--- src/rtl/mt_thread_fetch.sv ---
`default_nettype none
// ============================================================================
// Module   : mt_thread_fetch
// Brief    : Round-robin thread select and instruction fetch stage. It issues
//            the selected thread's PC to a synchronous ROM and returns the
//            instruction tagged with thread ID and PC. It also applies branch
//            redirects and thread halts that come back from execute.
// Revision : 1.0 - initial release
// ============================================================================
module mt_thread_fetch #(
    parameter int NUM_THREADS   = 4,
    parameter int TID_W         = 2,
    parameter int ADDR_W        = 8,
    parameter int INSTR_W       = 16,
    parameter int THREAD_STRIDE = 16
) (
    input  logic               clk,
    input  logic               rst,
    input  logic               stall,
    input  logic               redirect_valid,
    input  logic [TID_W-1:0]   redirect_tid,
    input  logic [ADDR_W-1:0]  redirect_pc,
    input  logic               halt_valid,
    input  logic [TID_W-1:0]   halt_tid,
    output logic               imem_en,
    output logic [ADDR_W-1:0]  imem_addr,
    input  logic [INSTR_W-1:0] imem_rdata,
    output logic               if_valid,
    output logic [TID_W-1:0]   if_tid,
    output logic [ADDR_W-1:0]  if_pc,
    output logic [INSTR_W-1:0] if_instr,
    output logic               all_halted
);

    localparam logic [TID_W:0]   c_nthr = (TID_W+1)'(NUM_THREADS);
    localparam logic [TID_W-1:0] c_last = TID_W'(NUM_THREADS - 1);

    logic [ADDR_W-1:0]      r_pc [NUM_THREADS];
    logic [NUM_THREADS-1:0] r_active;
    logic [TID_W-1:0]       r_rr_ptr;
    logic                   r_if_valid;
    logic [TID_W-1:0]       r_if_tid;
    logic [ADDR_W-1:0]      r_if_pc;
    logic                   r_all_halted;

    logic [NUM_THREADS-1:0]   w_halt_mask;
    logic [NUM_THREADS-1:0]   w_elig;
    logic [2*NUM_THREADS-2:0] w_elig_dbl;
    logic [NUM_THREADS-1:0]   w_rot;
    logic [TID_W-1:0]         w_off;
    logic [TID_W:0]           w_sum;
    logic [TID_W:0]           w_wrap;
    logic [TID_W-1:0]         w_sel;
    logic [TID_W-1:0]         w_rr_next;
    logic                     w_any_elig;
    logic                     w_redir_ok;

    // A halt removes its thread from selection in the same cycle it arrives.
    // Out-of-range halt tids match no thread, so they are ignored.
    for (genvar t = 0; t < NUM_THREADS; t++) begin : g_halt
        assign w_halt_mask[t] = halt_valid && (halt_tid == TID_W'(t));
    end

    assign w_elig     = r_active & ~w_halt_mask;
    assign w_any_elig = |w_elig;

    // Rotate the eligibility vector so bit 0 is the thread at rr_ptr. The
    // lowest set bit is then the round-robin winner's offset from rr_ptr.
    assign w_elig_dbl = {w_elig[NUM_THREADS-2:0], w_elig};
    assign w_rot      = w_elig_dbl[r_rr_ptr +: NUM_THREADS];

    // Priority-encode the lowest eligible offset in the rotated vector.
    always_comb begin
        w_off = '0;
        for (int i = NUM_THREADS - 1; i >= 0; i--) begin
            if (w_rot[i]) w_off = TID_W'(i);
        end
    end

    assign w_sum     = {1'b0, r_rr_ptr} + {1'b0, w_off};
    assign w_wrap    = w_sum - c_nthr;
    assign w_sel     = (w_sum >= c_nthr) ? w_wrap[TID_W-1:0] : w_sum[TID_W-1:0];
    assign w_rr_next = (w_sel == c_last) ? '0 : w_sel + 1'b1;

    assign w_redir_ok = redirect_valid && ({1'b0, redirect_tid} < c_nthr);

    assign imem_en    = w_any_elig && !stall;
    assign imem_addr  = w_any_elig ? r_pc[w_sel] : '0;
    assign if_valid   = r_if_valid;
    assign if_tid     = r_if_tid;
    assign if_pc      = r_if_pc;
    assign if_instr   = imem_rdata;
    assign all_halted = r_all_halted;

    // Per-thread PCs, active mask, rotation pointer and fetch tag registers.
    // The redirect is written after the increment so that it wins on a collision.
    always_ff @(posedge clk) begin
        if (!rst) begin
            for (int t = 0; t < NUM_THREADS; t++) begin
                r_pc[t] <= ADDR_W'(t * THREAD_STRIDE);
            end
            r_active     <= '1;
            r_rr_ptr     <= '0;
            r_if_valid   <= 1'b0;
            r_if_tid     <= '0;
            r_if_pc      <= '0;
            r_all_halted <= 1'b0;
        end else begin
            if (!stall) begin
                if (w_any_elig) begin
                    r_pc[w_sel] <= r_pc[w_sel] + 1'b1;
                    r_rr_ptr    <= w_rr_next;
                    r_if_valid  <= 1'b1;
                    r_if_tid    <= w_sel;
                    r_if_pc     <= r_pc[w_sel];
                end else begin
                    r_if_valid  <= 1'b0;
                end
            end
            if (w_redir_ok) begin
                r_pc[redirect_tid] <= redirect_pc;
            end
            r_active     <= w_elig;
            r_all_halted <= ~|w_elig;
        end
    end

endmodule
`default_nettype wire

--- config.mk ---
export PLATFORM = sky130hd
export DESIGN_NAME = mt_thread_fetch
export DESIGN_NICKNAME = d
export VERILOG_FILES = /design/src/rtl/mt_thread_fetch.sv
export SDC_FILE = /design/constraint.sdc
export NUM_CORES = 1
export LEC_CHECK = 0
export CORE_UTILIZATION = 50
export CTS_CLUSTER_SIZE = 25
export DETAILED_ROUTE_END_ITERATION = 16
export PLACE_DENSITY = 0.91
export SYNTH_ARGS = -nofsm -noshare
export SYNTH_HDL_FRONTEND = slang
export SYNTH_SLANG_ARGS = --single-unit
--- constraint.sdc ---
create_clock -name clk -period 5.1 [get_ports clk]
set_input_delay 1.02 -clock clk [delete_from_list [all_inputs] [get_ports clk]]
set_output_delay 1.02 -clock clk [all_outputs]
set_load 0.02 [all_outputs]
== Word-level counts from Yosys, hierarchy flattened ==
Memories as Yosys holds them, arrays and structs flattened.
Cells that the tools add are included.

* Flip-flop bits (word level): 18
* Bits in writable memories: 32
* Bits of input ports: 33
* Output and inout bits: 37
* Word-level logic and storage cells: 53
* Memories: 1

{| class="wikitable"
|+ Memories
! name !! words !! width !! rd ports !! clocked after Yosys merged registers in !! write ports !! line !! text
|-
| r_pc || 4 || 8 || 1 || 0 || 4 || 38 || <nowiki>logic [ADDR_W-1:0] r_pc [NUM_THREADS];</nowiki>
|}

* Add/sub/neg operators: 4
* Magnitude comparators: 1
* Eq/ne operators: 4
* Shifts and indexed selects: 1
* Muxes and demuxes: 21
* Bitwise logic cells: 3
* Reduce and logical (&&, ||, !) cells: 12

{| class="wikitable"
|+ Operators by type and width
! operator !! count
|-
| 2-to-1 mux 8 bit || 3
|-
| 2-to-1 mux 2 bit || 8
|-
| OR reduction 8 bit || 2
|-
| 2-to-1 mux 1 bit || 10
|-
| adder 8 x 1 -> 8 bit (second input constant) || 1
|-
| indexed part select 7 x 3 -> 4 bit || 1
|-
| equality test 2 bit (second input constant) || 3
|-
| logical AND 1 bit || 5
|-
| bitwise AND 4 bit || 1
|-
| inverter 4 bit || 1
|-
| OR reduction 4 bit || 1
|-
| adder 2 x 2 -> 3 bit || 1
|-
| greater-or-equal comparator 3 bit (second input constant) || 1
|-
| adder 2 x 1 -> 2 bit (second input constant) || 1
|-
| equality test 2 x 1 -> 1 bit (second input constant) || 1
|-
| zero test 1 bit || 2
|-
| zero test 2 bit || 1
|-
| AND reduction 2 bit || 1
|-
| subtractor 2 x 1 -> 2 bit (second input constant) || 1
|-
| inverter 1 bit || 1
|}

== Depth between registers and ports, before layout ==
An unclocked memory read counts as a cell.

* Depth in word-level cells: 15
* Gate-level depth with buffers: 15
* Gate-level depth less buffers: 13

== Worst setup path after synthesis ==
OpenSTA, ideal clock, no wires.

* Path type: input to output
* Start: in halt_tid[0]
* End: out imem_addr[6]
* Arrival time: 3.554 ns
* Required time: 4.080 ns
* Setup slack: 0.526 ns
* Stages: 13
* Buffers on the path: 3
* Path through: nor3b_1 > nand3b_1 > o21ai_0 > inv_1 > a21oi_1 > a21oi_1 > o32ai_1 > ha_1 > buf_4 > buf_1 > mux4_2 > buf_2 > nor2b_1

* Word-level cells in the longest chain between the ends: 14
* Elaborated cells between the ends (all ways): 22

{| class="wikitable"
|+ Ends and longest elaborated chain
! item !! line !! text
|-
| start: declaration || 24 || <nowiki>input logic [TID_W-1:0] halt_tid,</nowiki>
|-
| equality test 2 x 1 -> 1 bit, or another cell as far along || 61 || <nowiki>assign w_halt_mask[t] = halt_valid && (halt_tid == TID_W'(t));</nowiki>
|-
| logical AND 1 bit || 61 ||
|-
| inverter 4 bit * || 64 || <nowiki>assign w_elig = r_active & ~w_halt_mask;</nowiki>
|-
| bitwise AND 4 bit * || 64 ||
|-
| indexed part select 7 x 3 -> 4 bit * || 70 || <nowiki>assign w_rot = w_elig_dbl[r_rr_ptr +: NUM_THREADS];</nowiki>
|-
| 2-to-1 mux 2 bit (3 in a row) || 76 || <nowiki>if (w_rot[i]) w_off = TID_W'(i);</nowiki>
|-
| 2-to-1 mux 2 bit * || 76 ||
|-
| adder 2 x 2 -> 3 bit * || 80 || <nowiki>assign w_sum = {1'b0, r_rr_ptr} + {1'b0, w_off};</nowiki>
|-
| greater-or-equal comparator 3 bit / subtractor 2 x 1 -> 2 bit (equally long branches) || 82, 81 ||
|-
| 2-to-1 mux 2 bit * || 82 || <nowiki>assign w_sel = (w_sum >= c_nthr) ? w_wrap[TID_W-1:0] : w_sum[TID_W-1:0];</nowiki>
|-
| via w_sel[0] || 53 || <nowiki>logic [TID_W-1:0] w_sel;</nowiki>
|-
| memory read (4 x 8 bit) * || -- ||
|-
| 2-to-1 mux 8 bit * || 88 || <nowiki>assign imem_addr = w_any_elig ? r_pc[w_sel] : '0;</nowiki>
|-
| end: declaration || 26 || <nowiki>output logic [ADDR_W-1:0] imem_addr,</nowiki>
|}

The timed path passes the listed nets; every way through them passes the cells marked *.

== Worst setup path after layout ==
* Start: in halt_tid[1]
* End: out imem_addr[6]

The elaborated chain is that of the path after synthesis.

==> impl_metrics.tcl <==
set metrics [dict create \
    status "finished clean" \
    core_sq_mm 0.00557 \
    cap_violations 0 \
    reg2reg_depth 11 \
    antenna_found_initial 0 \
    muxShareOfSynthArea_pct 6.88 \
    path_max_fanout 7 \
    io_pins 70 \
    startpoint "halt_tid[1]" \
    fin_skew_ns 0.00762 \
    cts.clk_slew.worst_paths_ns 0.09 \
    vias_per_cell 6.27 \
    rsz0062_at_grt "no" \
    worst_slew_pin_slew_ns 1.27 \
    cts.path.max_buffers 2 \
    critPathMaxStageDelay_ns 0.53 \
    first_pass_iters 7 \
    synth_seq_area_share_pct 45.4 \
    track_usage_pct 27.5 \
    synth_compound_area_share_pct 15.7 \
    crit_chain "clkdlybuf4s50_1 > nor3b_4 > nand3b_1 > o21ai_0 > inv_1 > a21oi_1 > a21oi_1 > o32ai_1 > ha_2 > buf_12 > mux4_2 > nor2b_1 > dlygate4sd2_1" \
    syn_inst 298 \
    synthDistinctLibCells 49 \
    synth_most_common_cell "nand2_1" \
    fin_nets 378 \
    stdcell_count 417 \
    dp_cells 406 \
    fin_crit_sh_pct 97.8 \
    ys_warn_count 0 \
    cts-htree-levels 2 \
    route.detailed.drc 0 \
    ys.flop_type "edfxtp_1" \
    fp-row-count 27 \
    start_kind "input pin" \
    crit_end "imem_addr[6]" \
    drv_slew 0 \
    finalPower_mw 2.09 \
    cts-root-buf "clkbuf_8" \
    numCtsBuffers 5 \
    die_w_um 78.3 \
    hp-class "reg -> reg" \
    leakagePower_nw 1.35 \
    totalWireLength_um 7930 \
    first_global_vias 2573 \
    die_y_um 78.3 \
    final_core_util_pct 63.7 \
    hpwl_um 5610 \
    power.density_mw_per_mm2 589 \
    ir_drop_mv 0.389 \
    grt_max_degree 21 \
    relSlewSlack_pct 14.2 \
    p_int_mw 1.20 \
    grt.overflow.total 0 \
    first_iter_violations 358 \
    layout-drive-gt1-share_pct 18.3 \
    grt_pass1_wl_um 12600 \
    cpMostUsedCell "a21oi_1" \
    numPortBuffers 37 \
    antenna_cells_inserted 0 \
    cts_tree "yes" \
    ys_ff_latch 50 \
    finalHoldViolCount 0 \
    async_flop_share_pct 0 \
    pwr-share-comb_pct 59.5 \
    syn_to_final_growth_pct 22.1 \
    rr_startpoint "r_rr_ptr[0]" \
    syn_area_sq_mm 0.00291 \
    whs_ns 0.474 \
    p_sw_uw 886 \
    wl_per_cell_um 19.0 \
    crit_arrival_ns 3.97 \
    clk_latency_ns 0.31 \
    yosys.area_share.simple_pct 20.9 \
    vias 2615 \
    clkSinkCount 50 \
    syn-num-nets 332 \
    synthTopCellsByArea "edfxtp_1 (33%), dfxtp_1 (12%), nand2_1 (8.4%)" \
    sw_frac_of_total_pct 42.4 \
    fillers 426 \
    period_minus_slack_ns 4.99 \
    gp_congestion 0.932 \
    synth_edf_count 32 \
    synthAdderAreaFrac_pct 0.817 \
    p_seq_share_pct 28.7 \
    synth-xor-area-share_pct 2.06 \
    clkPwrFrac_pct 11.7 \
    crit_slowest_cell "mux4_2" \
    start_util_pct 52.2 \
    setup_viol 0 \
    antenna_left 0 \
    yosysTopAreaCell "edfxtp_1" \
    r2r_slack_ns 1.53 \
    required_ns 4.08 \
    worstSetupEndpointType "primary output" \
    fmax_mhz 200 \
    synth_top_family_by_area "simple AND/OR/NAND/NOR gates" \
    yosys.area.top_type_share_pct 33.0 \
    postSynthAreaPerCell_sq_um 9.77 \
    cts_hold_buf 0 \
    r2r_end "r_pc[0][5]" \
    path_class "in -> out" \
    dieArea_sq_mm 0.00613 \
    synth_commonest_cells "nand2_1 (65), edfxtp_1 (32), dfxtp_1 (18), buf_4 (17), nor2_1 (16)" \
]
-- how the worst min path moves through the flow --
stage,from,slack [ns],cells after the start,endpoint
floorplan,r_rr_ptr[1],0.47,2,r_rr_ptr[1]
global placement,if_pc[6],0.46,2,if_pc[6]
detailed placement,if_pc[6],0.46,2,if_pc[6]
CTS,if_pc[7],0.48,2,if_pc[7]
global route,if_tid[0],0.50,2,if_tid[0]
finish,if_pc[7],0.47,2,if_pc[7]
-- critical path, delay by kind of cell --
family / cells / cell delay (ns)
adder cells (fa/ha/maj): 1 / 0.38
AND/OR/NAND/NOR: 3 / 0.58
multiplexers: 1 / 0.53
buffers and inverters: 4 / 1.01
AO/OA/AOI/OAI: 4 / 0.45
-- layout by cell type, fill, tap and decap left out, drive strengths merged, types with 2 or more instances in the layout --
master          n
nand3           5
nand2          65
nor3            4
o21ai          15
edfxtp         32
inv            11
and2            3
mux2i           2
mux4            8
nand4           2
nand3b          2
a21oi           5
o211a           2
a221o           2
o32ai           2
o211ai         13
a32oi           3
or3             3
nor3b           2
a21boi         11
dfxtp          18
a22o            2
o31ai           3
nor2           16
o41ai           2
and3b           2
dlygate4sd2     4
buf            33
xor2            6
clkdlybuf4s50  28
clkbuf         10
or4             9
nor2b           9
-- power by group through the flow --
stage / Sequential, mW / Combinational [mW] / Clock (mW)
2_1_floorplan: 0.617 / 0.708 / 0
3_3_place_gp: 0.601 / 1.19 / 0
3_5_place_dp: 0.609 / 1.22 / 0
4_1_cts: 0.601 / 1.21 / 0.243
5_1_grt: 0.609 / 1.32 / 0.260
6_report: 0.601 / 1.24 / 0.245
-- flip-flops by register name, summed over array words and instances (netlist names) --
register    cells
all_halted      1
if_pc           8
if_tid          2
if_valid        1
r_active        4
r_pc           32
r_rr_ptr        2
-- layer usage --
| metal | global-route usage [%] | share of wire, % | vias up |
|---|---|---|---|
| li1 | - | - | 1164 |
| met1 | 32.6 | 36 | 1205 |
| met2 | 47.8 | 49 | 201 |
| met3 | 5.12 | 11 | 45 |
| met4 | 13.1 | 3.6 | 0 |
| met5 | 0 | 0 | - |
-- logic make-up after synthesis --
family	Yosys count
AOI/OAI and AO/OA	63
xor gates and xnor gates	6
adders and majority gates	2
buffers and inverters	42
DFF	50
muxes	10
and+or+nand+nor	125
-- through the flow --
| step | setup TNS (ns) | instance area, sq um | worst slack, ns |
|---|---|---|---|
| floorplan | 0 | 2910 | 0.526 |
| global placement | -1.69 | 3410 | -0.222 |
| detailed placement | -3.35 | 3410 | -0.436 |
| CTS | 0 | 3540 | 0.0573 |
| global route | 0 | 3550 | 0.0106 |
| finish | 0 | 3550 | 0.112 |
-- cell type report --
type / instances / area (sq um) / share of cell area (%)
timing repair buffer: 70 / 608 / 17.1
multi-input combinational: 207 / 1400 / 39.5
clock buffer: 6 / 82.6 / 2.32
tap: 72 / 90.1 / 2.54
inverter: 10 / 37.5 / 1.06
clock inverter: 2 / 11.3 / 0.317
sequential: 50 / 1320 / 37.2
-- what timing repair did --
action	CTS	global route
setup endpoints to repair	8	8
gates cloned	1	0
setup buffers	1	1
pin swaps	1	1
gates resized for setup	11	11
Power figures use the tool's default switching activity.
